## src/rtl/noc_tx_arb.sv

```systemverilog
// Two-requester round-robin packet arbiter feeding a byte-wide NOC from-device port.
// Define NOC_TX_ARB_GAP_EN to insert one idle output byte after every packet.
module noc_tx_arb #(
    parameter logic [7:0] IDLE_BYTE = 8'h00
) (
    input  logic       clk,
    input  logic       reset,
    input  logic       r0_valid,
    input  logic       r0_ctl,
    input  logic       r0_last,
    input  logic [7:0] r0_data,
    output logic       r0_ready,
    input  logic       r1_valid,
    input  logic       r1_ctl,
    input  logic       r1_last,
    input  logic [7:0] r1_data,
    output logic       r1_ready,
    output logic       noc_from_dev_ctl,
    output logic [7:0] noc_from_dev_data,
    output logic       arb_busy,
    output logic       arb_grant,
    output logic [7:0] pkt_cnt0,
    output logic [7:0] pkt_cnt1
);

`ifdef NOC_TX_ARB_GAP_EN
    typedef enum logic [1:0] {IDLE, XFER, GAP} state_t;
    localparam state_t AFTER_PKT = GAP;
`else
    typedef enum logic {IDLE, XFER} state_t;
    localparam state_t AFTER_PKT = IDLE;
`endif

    state_t     state;
    logic       elig0, elig1, win;
    logic       acc, acc_idx, acc_ctl, acc_last;
    logic [7:0] acc_data;

    always_comb begin
        r0_ready = 1'b0;
        r1_ready = 1'b0;
        elig0    = r0_valid && r0_ctl;
        elig1    = r1_valid && r1_ctl;
        // On a tie the requester that did not win last time goes first.
        win      = (elig0 && elig1) ? ~arb_grant : elig1;
        if (reset) begin
            case (state)
                IDLE: begin
                    r0_ready = elig0 && !win;
                    r1_ready = elig1 && win;
                end
                XFER: begin
                    r0_ready = r0_valid && !arb_grant;
                    r1_ready = r1_valid && arb_grant;
                end
                default: ;
            endcase
        end
        acc      = r0_ready || r1_ready;
        acc_idx  = r1_ready;
        acc_ctl  = acc_idx ? r1_ctl  : r0_ctl;
        acc_last = acc_idx ? r1_last : r0_last;
        acc_data = acc_idx ? r1_data : r0_data;
    end

    always_ff @(posedge clk or negedge reset) begin
        if (!reset) begin
            state             <= IDLE;
            arb_grant         <= 1'b1;
            pkt_cnt0          <= 8'h00;
            pkt_cnt1          <= 8'h00;
            noc_from_dev_ctl  <= 1'b1;
            noc_from_dev_data <= IDLE_BYTE;
        end else begin
            noc_from_dev_ctl  <= acc ? acc_ctl  : 1'b1;
            noc_from_dev_data <= acc ? acc_data : IDLE_BYTE;
            case (state)
                IDLE: begin
                    if (acc) begin
                        arb_grant <= acc_idx;
                        state     <= acc_last ? AFTER_PKT : XFER;
                    end
                end
                XFER: begin
                    if (acc && acc_last)
                        state <= AFTER_PKT;
                end
                default: state <= IDLE;
            endcase
            if (acc && acc_last) begin
                if (acc_idx)
                    pkt_cnt1 <= pkt_cnt1 + 8'd1;
                else
                    pkt_cnt0 <= pkt_cnt0 + 8'd1;
            end
        end
    end

    assign arb_busy = (state == XFER);

endmodule

```

## config.mk

```make
export PLATFORM = sky130hd
export DESIGN_NAME = noc_tx_arb
export DESIGN_NICKNAME = d
export VERILOG_FILES = /design/src/rtl/noc_tx_arb.sv
export SDC_FILE = /design/constraint.sdc
export NUM_CORES = 1
export LEC_CHECK = 0
export ABC_AREA = 1
export BUFFER_PORTS_ARGS = -buffer_cell sky130_fd_sc_hd__buf_2
export CORE_MARGIN = 2
export CORE_UTILIZATION = 42
export DETAILED_ROUTE_END_ITERATION = 6
export PLACE_DENSITY = 0.71
export SLEW_MARGIN = 40
export SYNTH_ARGS = -nofsm -noshare
export SYNTH_HDL_FRONTEND = slang
export SYNTH_SLANG_ARGS = --single-unit
export TNS_END_PERCENT = 100
```

## constraint.sdc

```tcl
create_clock -name clk -period 1.43 [get_ports clk]
set_clock_uncertainty 0.05 [all_clocks]
set_input_delay 0.2145 -clock clk [delete_from_list [all_inputs] [get_ports clk]]
set_output_delay 0.2145 -clock clk [all_outputs]
set_load 0.005 [all_outputs]
```

==> impl_metrics.ini, run 1 <==
[outcome]
outcome = complete, but fails checks
violations = negative setup slack

[sta]
worst_pin_slew_ns = 0.332
fin_ws_ns = -0.245
finalSetupTns_ns = -4.55
finalCriticalPeriod_ns = 1.67
slew-limit-headroom_pct = 77.9
finalSetupViolCount = 29
finalHoldViolations = 0
fmax_mhz = 597
maxSlewViolCount = 0
rsz0062_at_grt = yes
min_period_over_period_pct = 117

[synthesis]
ys_ff_latch = 27
yosys_most_used_dff = dfrtp_1
synth_edf_count = 0
synth.avg_cell_area_um2 = 7.41
synthDominantCellAreaShare_pct = 39.5
synth_area_leader_cell = dfrtp_1
syn_inst = 214
syn_area_um2 = 1590
synth_cell_type_count = 27
yosysMostFrequentCell = nand2_1
synth_commonest_cells = nand2_1 (93), inv_1 (27), dfrtp_1 (25), nand3_1 (19), o21bai_1 (8)
yosysWarnings = 0
synthArstFlopShare_pct = 100
yosysSeqAreaShare_pct = 42.8
syn_nets = 240
yosys-top-cells-area = dfrtp_1 (39%), nand2_1 (22%), inv_1 (6.4%)

[critical_path]
path_class = reg -> reg
cp-end-kind = register
arrival_ns = 1.83
slowest_delay_ns = 0.60
path_delay_family = flip-flops
slowest_stage = dfstp_2
cp-start-kind = register
path_buf_inv = 2
path_cells = nand2_2 -> a21boi_4 -> nand2_4 -> buf_6 -> nor2_4 -> buf_6 -> nand2_2 -> o21ai_1
critical_path.max_fanout = 6
worstPathRequired_ns = 1.59

[layout]
antennaDiodeCount = 0
layout-drive-gt1-share_pct = 41.9
nFillCells = 348
multi_input_area_um2 = 851
nets = 323
syn_to_final_growth_pct = 44.9
seq_area_um2 = 678

[drt]
vias = 1597
dr.pass1.iters = 4
vias_per_cell = 4.64
remaining_drc_errors = 0
wl_per_cell_um = 11.2
wl_mm = 3.84
drt_iter0_markers = 67
drtAntennaViolNets = 0

[place]
hpwl_mm = 2.71
io_buffers = 52
gp_congestion = 0.807

[clocking]
htree_levels = 1
clock_insertion_delay_worst_skew_ns = 0.28
cts_buffers = 3
cts_max_path_buffers = 2
clock_sinks = 27
clk_pin_slew_ns = 0.10
cts_root_buf = clkbuf_8
cts_tree = built

[global_routing]
grt-ovfl-total = 0
grt_pass1_wl_mm = 6.46
grt_antenna_before_repair = 0
grt_pass1_vias = 1467
grt_max_degree = 27
track_usage_pct = 19.0

[floorplanning]
start_util_pct = 43.6
die_w_um = 65.4
rows = 22
dieArea_um2 = 4280
core_area_um2 = 3630
die_height_um = 65.4
pin_count = 53

[power]
power-per-cell-area_nw_per_um2 = 1640
p_leak_nw = 1.36
comb_power_share_pct = 53.1
finalPower_mw = 3.76
cell_internal_pwr_mw = 2.22
seqPwrFrac_pct = 34.5
clkPwrFrac_pct = 12.4
peakVddDrop_mv = 0.766
power.switching_mw = 1.53
swShare_pct = 40.9

[min_path]
min_path_type = in -> reg

[run]
cap_violations = 0
-- sequential cells by signal, indices dropped and copies added, names as in the netlist, named ones only --
signal and count:
noc_from_dev_ctl 1, pkt_cnt1 8, pkt_cnt0 8, noc_from_dev_data 8, arb_grant 1
-- cell usage in the layout, fill, tap and decap left out, types with 2 or more instances in the layout --
cell	netlist	final
nor2_1	4	4
inv_2	1	2
nand2_4	1	2
o21ai_0	4	2
nand3_1	19	14
o21bai_1	8	8
clkbuf_8	0	3
xor2_1	5	5
nand2_1	93	79
nand4_1	2	2
nor3_1	2	2
dfrtp_1	25	25
nand3_2	0	5
buf_4	1	22
dfstp_2	2	2
buf_2	1	50
buf_6	2	9
inv_1	27	25
ha_1	2	2
nand2_2	6	18
-- what timing repair did --
item / 4_1_cts / 5_1_grt
buffers inserted: 4 / 3
resized for setup: 18 / 24
setup endpoints to repair: 27 / 29
pin swaps: 8 / 10
hold endpoints to repair: 26 / 0
gates cloned: 0 / 0
hold buffers: 1 / 0
-- power groups by stage --
stage / sequential (mW) / combinational (mW) / clock [mW]
2_1_floorplan: 1.33 / 0.886 / 0
3_3_place_gp: 1.30 / 1.65 / 0
3_5_place_dp: 1.30 / 1.66 / 0
4_1_cts: 1.29 / 1.85 / 0.478
5_1_grt: 1.34 / 2.23 / 0.513
6_report: 1.30 / 2.00 / 0.465
-- cell type report --
type	instances	share of cell area [%]
Clock buffer	3	1.80
Timing Repair Buffer	83	23.6
Multi-Input combinational cell	153	37.0
Inverter	29	5.07
Tap cell	48	2.61
Clock inverter	1	0.381
Sequential cell	27	29.5
-- metrics by stage --
stage / cells / setup WS, ns / hold slack, ns / util [%] / cell area (um2)
6_report: 344 / -0.245 / 0.115 / 63.2 / 2300
5_1_grt: 344 / -0.334 / 0.121 / 63.2 / 2300
4_1_cts: 341 / -0.215 / 0.112 / 60.3 / 2190
3_5_place_dp: 332 / -0.126 / 0.156 / 56.1 / 2040
3_3_place_gp: 332 / -0.0515 / 0.151 / 56.1 / 2040
2_1_floorplan: 214 / 0.0294 / -0.131 / - / 1590
-- worst paths after layout --
check,cells after the start,startpoint,slack (ns),endpoint
worst max-delay path,8,arb_grant,-0.24,pkt_cnt1[4]
worst min register to register,2,pkt_cnt1[6],0.48,pkt_cnt1[6]
worst min-delay path,3,r1_ctl,0.11,noc_from_dev_ctl
worst max register to register,8,arb_grant,-0.24,pkt_cnt1[4]
max in group asynchronous,3,reset,0.50,noc_from_dev_ctl
min in group asynchronous,2,reset,0.45,arb_grant
-- kinds of logic (layout without fill, tap and decap cells) --
family,after synthesis,count (layout),synth area share [%]
AO/OA/AOI/OAI,14,14,6.79
XOR/XNOR,6,6,3.79
adder cells (fa/ha/maj),2,2,1.58
buffers and inverters,34,116,9.31
flip-flops,27,27,42.8
AND/OR/NAND/NOR,131,131,35.8
-- per-layer routing --
metal	wire [um]	track usage, %	vias up
li1	-	-	823
met1	1770	25.5	735
met2	1830	31.9	35
met3	176	3.25	4
met4	59	4.69	0
met5	0	0	-
-- worst min-delay path, cell delays in order --
cell and delay [ns]:
buf_2 0.11, nand2_1 0.06, nand3_1 0.06
(Power assumes the default switching activity.)
==> run 2: changes to the inputs <==
==> constraint.sdc (replaced) <==
create_clock -name clk -period 1.43 [get_ports clk]
set_clock_uncertainty 0.05 [all_clocks]
set_input_delay 0.286 -clock clk [delete_from_list [all_inputs] [get_ports clk]]
set_output_delay 0.286 -clock clk [all_outputs]
set_load 0.005 [all_outputs]
==> run 2 against run 1 <==
  * The run still ends with negative setup slack left
  * Die area stayed put
  * Core utilization decreased by 2.0 points
  * Flip-flop and latch count unchanged
  * Via count up 0.38%
  * Highest routed layer unchanged
==> impl_metrics.ini, run 2 (synthesis results as in run 1) <==
[run]
cap_violations = 0

[power]
peakVddDrop_mv = 0.737
cell_internal_pwr_mw = 2.16
power-per-cell-area_nw_per_um2 = 1620
seqPwrFrac_pct = 36.5
clkPwrFrac_pct = 12.0
power.switching_mw = 1.44
p_leak_nw = 1.33
comb_power_share_pct = 51.4
swShare_pct = 40.0

[floorplanning]
start_util_pct = 43.6
die_w_um = 65.4
die_height_um = 65.4
dieArea_um2 = 4280
pin_count = 53
core_area_um2 = 3630
rows = 22

[clocking]
cts_tree = built
clock_insertion_delay_worst_skew_ns = 0.27
cts_root_buf = clkbuf_8
clk_pin_slew_ns = 0.10
cts_buffers = 3
htree_levels = 1
clock_sinks = 27
cts_max_path_buffers = 2

[critical_path]
cp-end-kind = output port
crit_start = arb_grant
worstPathRequired_ns = 1.09
path_class = reg -> out
cp-start-kind = register
critical_path.max_fanout = 6
reg2reg_from = arb_grant
arrival_ns = 1.35

[sta]
rsz0062_at_grt = yes
finalSetupViolCount = 29
slew-limit-headroom_pct = 76.9
maxSlewViolCount = 0
finalHoldViolations = 0
finalCriticalPeriod_ns = 1.69
fmax_mhz = 592
fin_ws_ns = -0.259
min_period_over_period_pct = 118
worst_pin_slew_ns = 0.346

[layout]
final_common_cell = nand2_1
nFillCells = 360
reg.largest.list = noc_from_dev_data x8, pkt_cnt0 x8, pkt_cnt1 x8
layout_common_cells = nand2_1 (86), buf_2 (50), inv_1 (26)
syn_to_final_growth_pct = 40.4
antennaDiodeCount = 0
layout-drive-gt1-share_pct = 36.4
design_area_um2 = 2230
nets = 318

[global_routing]
grt_pass1_wl_mm = 6.37
grt_antenna_before_repair = 0
grt_max_degree = 27
grt-ovfl-total = 0
track_usage_pct = 18.9
grt_pass1_vias = 1468

[place]
pre_cts_ws_ns = -0.142
hpwl_mm = 2.73
gp_congestion = 0.791
io_buffers = 52
place_area_um2 = 2010

[outcome]
outcome = complete, but fails checks
violations = negative setup slack

[drt]
wl_per_cell_um = 11.3
drtAntennaViolNets = 0
dr.pass1.iters = 4
vias_per_cell = 4.73
vias = 1603
wl_mm = 3.82
remaining_drc_errors = 0
drt_iter0_markers = 76

[min_path]
min_path_type = in -> async
-- run 2: timing repair --
| action | 4_1_cts | 5_1_grt |
|---|---|---|
| pin swaps | 8 | 8 |
| setup buffers | 3 | 2 |
| hold buffers | 1 | 0 |
| resized for setup | 15 | 12 |
| cloned | 0 | 1 |
| endpoints found under the hold margin | 1 | 0 |
| endpoints found under the setup margin | 27 | 29 |
-- run 2: power by group through the flow --
stage | logic [mW] | clock network [mW] | registers [mW]
5_1_grt | 2.10 | 0.468 | 1.36
2_1_floorplan | 0.886 | 0 | 1.33
6_report | 1.86 | 0.434 | 1.32
3_3_place_gp | 1.57 | 0 | 1.32
4_1_cts | 1.74 | 0.456 | 1.31
3_5_place_dp | 1.59 | 0 | 1.32
-- run 2: critical path: stages, from the launching register on --
cell and delay (ns):
dfstp_2 0.59, nand2_2 0.08, a21boi_4 0.18, nand2_4 0.08, inv_4 0.06, buf_6 0.08
-- run 2: metrics by stage --
stage          util [%]  TNS (ns)  instances  power, mW  hold WS (ns)
3_5_place_dp       55.3     -2.57        328       2.92         0.237
5_1_grt            61.3     -7.36        339       3.93        0.0581
6_report           61.3     -4.72        339       3.61        0.0280
4_1_cts            59.0     -4.28        336       3.50        0.0312
3_3_place_gp       55.3     -1.92        328       2.89         0.239
2_1_floorplan         -         0        214       2.21       -0.0596
-- run 2: final timing paths --
check | cells past startpoint | slack [ns] | end
worst max-delay path | 5 | -0.26 | r1_ready
worst min-delay path | 2 | 0.03 | pkt_cnt0[0]
worst max register to register | 8 | -0.24 | pkt_cnt1[4]
worst min register to register | 2 | 0.48 | pkt_cnt1[7]
max in group asynchronous | 2 | 0.79 | arb_grant
min in group clk | 3 | 0.20 | noc_from_dev_ctl
-- run 2: final cells by class --
type / instances / area, um2 / area share [%]
clock buffer: 4 / 45.0 / 2.02
inverter: 29 / 113 / 5.06
multi-input combinational: 153 / 818 / 36.8
sequential: 27 / 679 / 30.5
tap: 48 / 60.1 / 2.70
timing repair buffer: 78 / 510 / 22.9
-- run 2: layer usage --
metal / track usage (%) / wire length (um) / vias to the layer above
met1: 24.7 / 1710 / 751
met5: 0 / 0 / -
met4: 6.25 / 37 / 0
li1: - / - / 812
met3: 2.40 / 166 / 2
met2: 32.4 / 1910 / 38
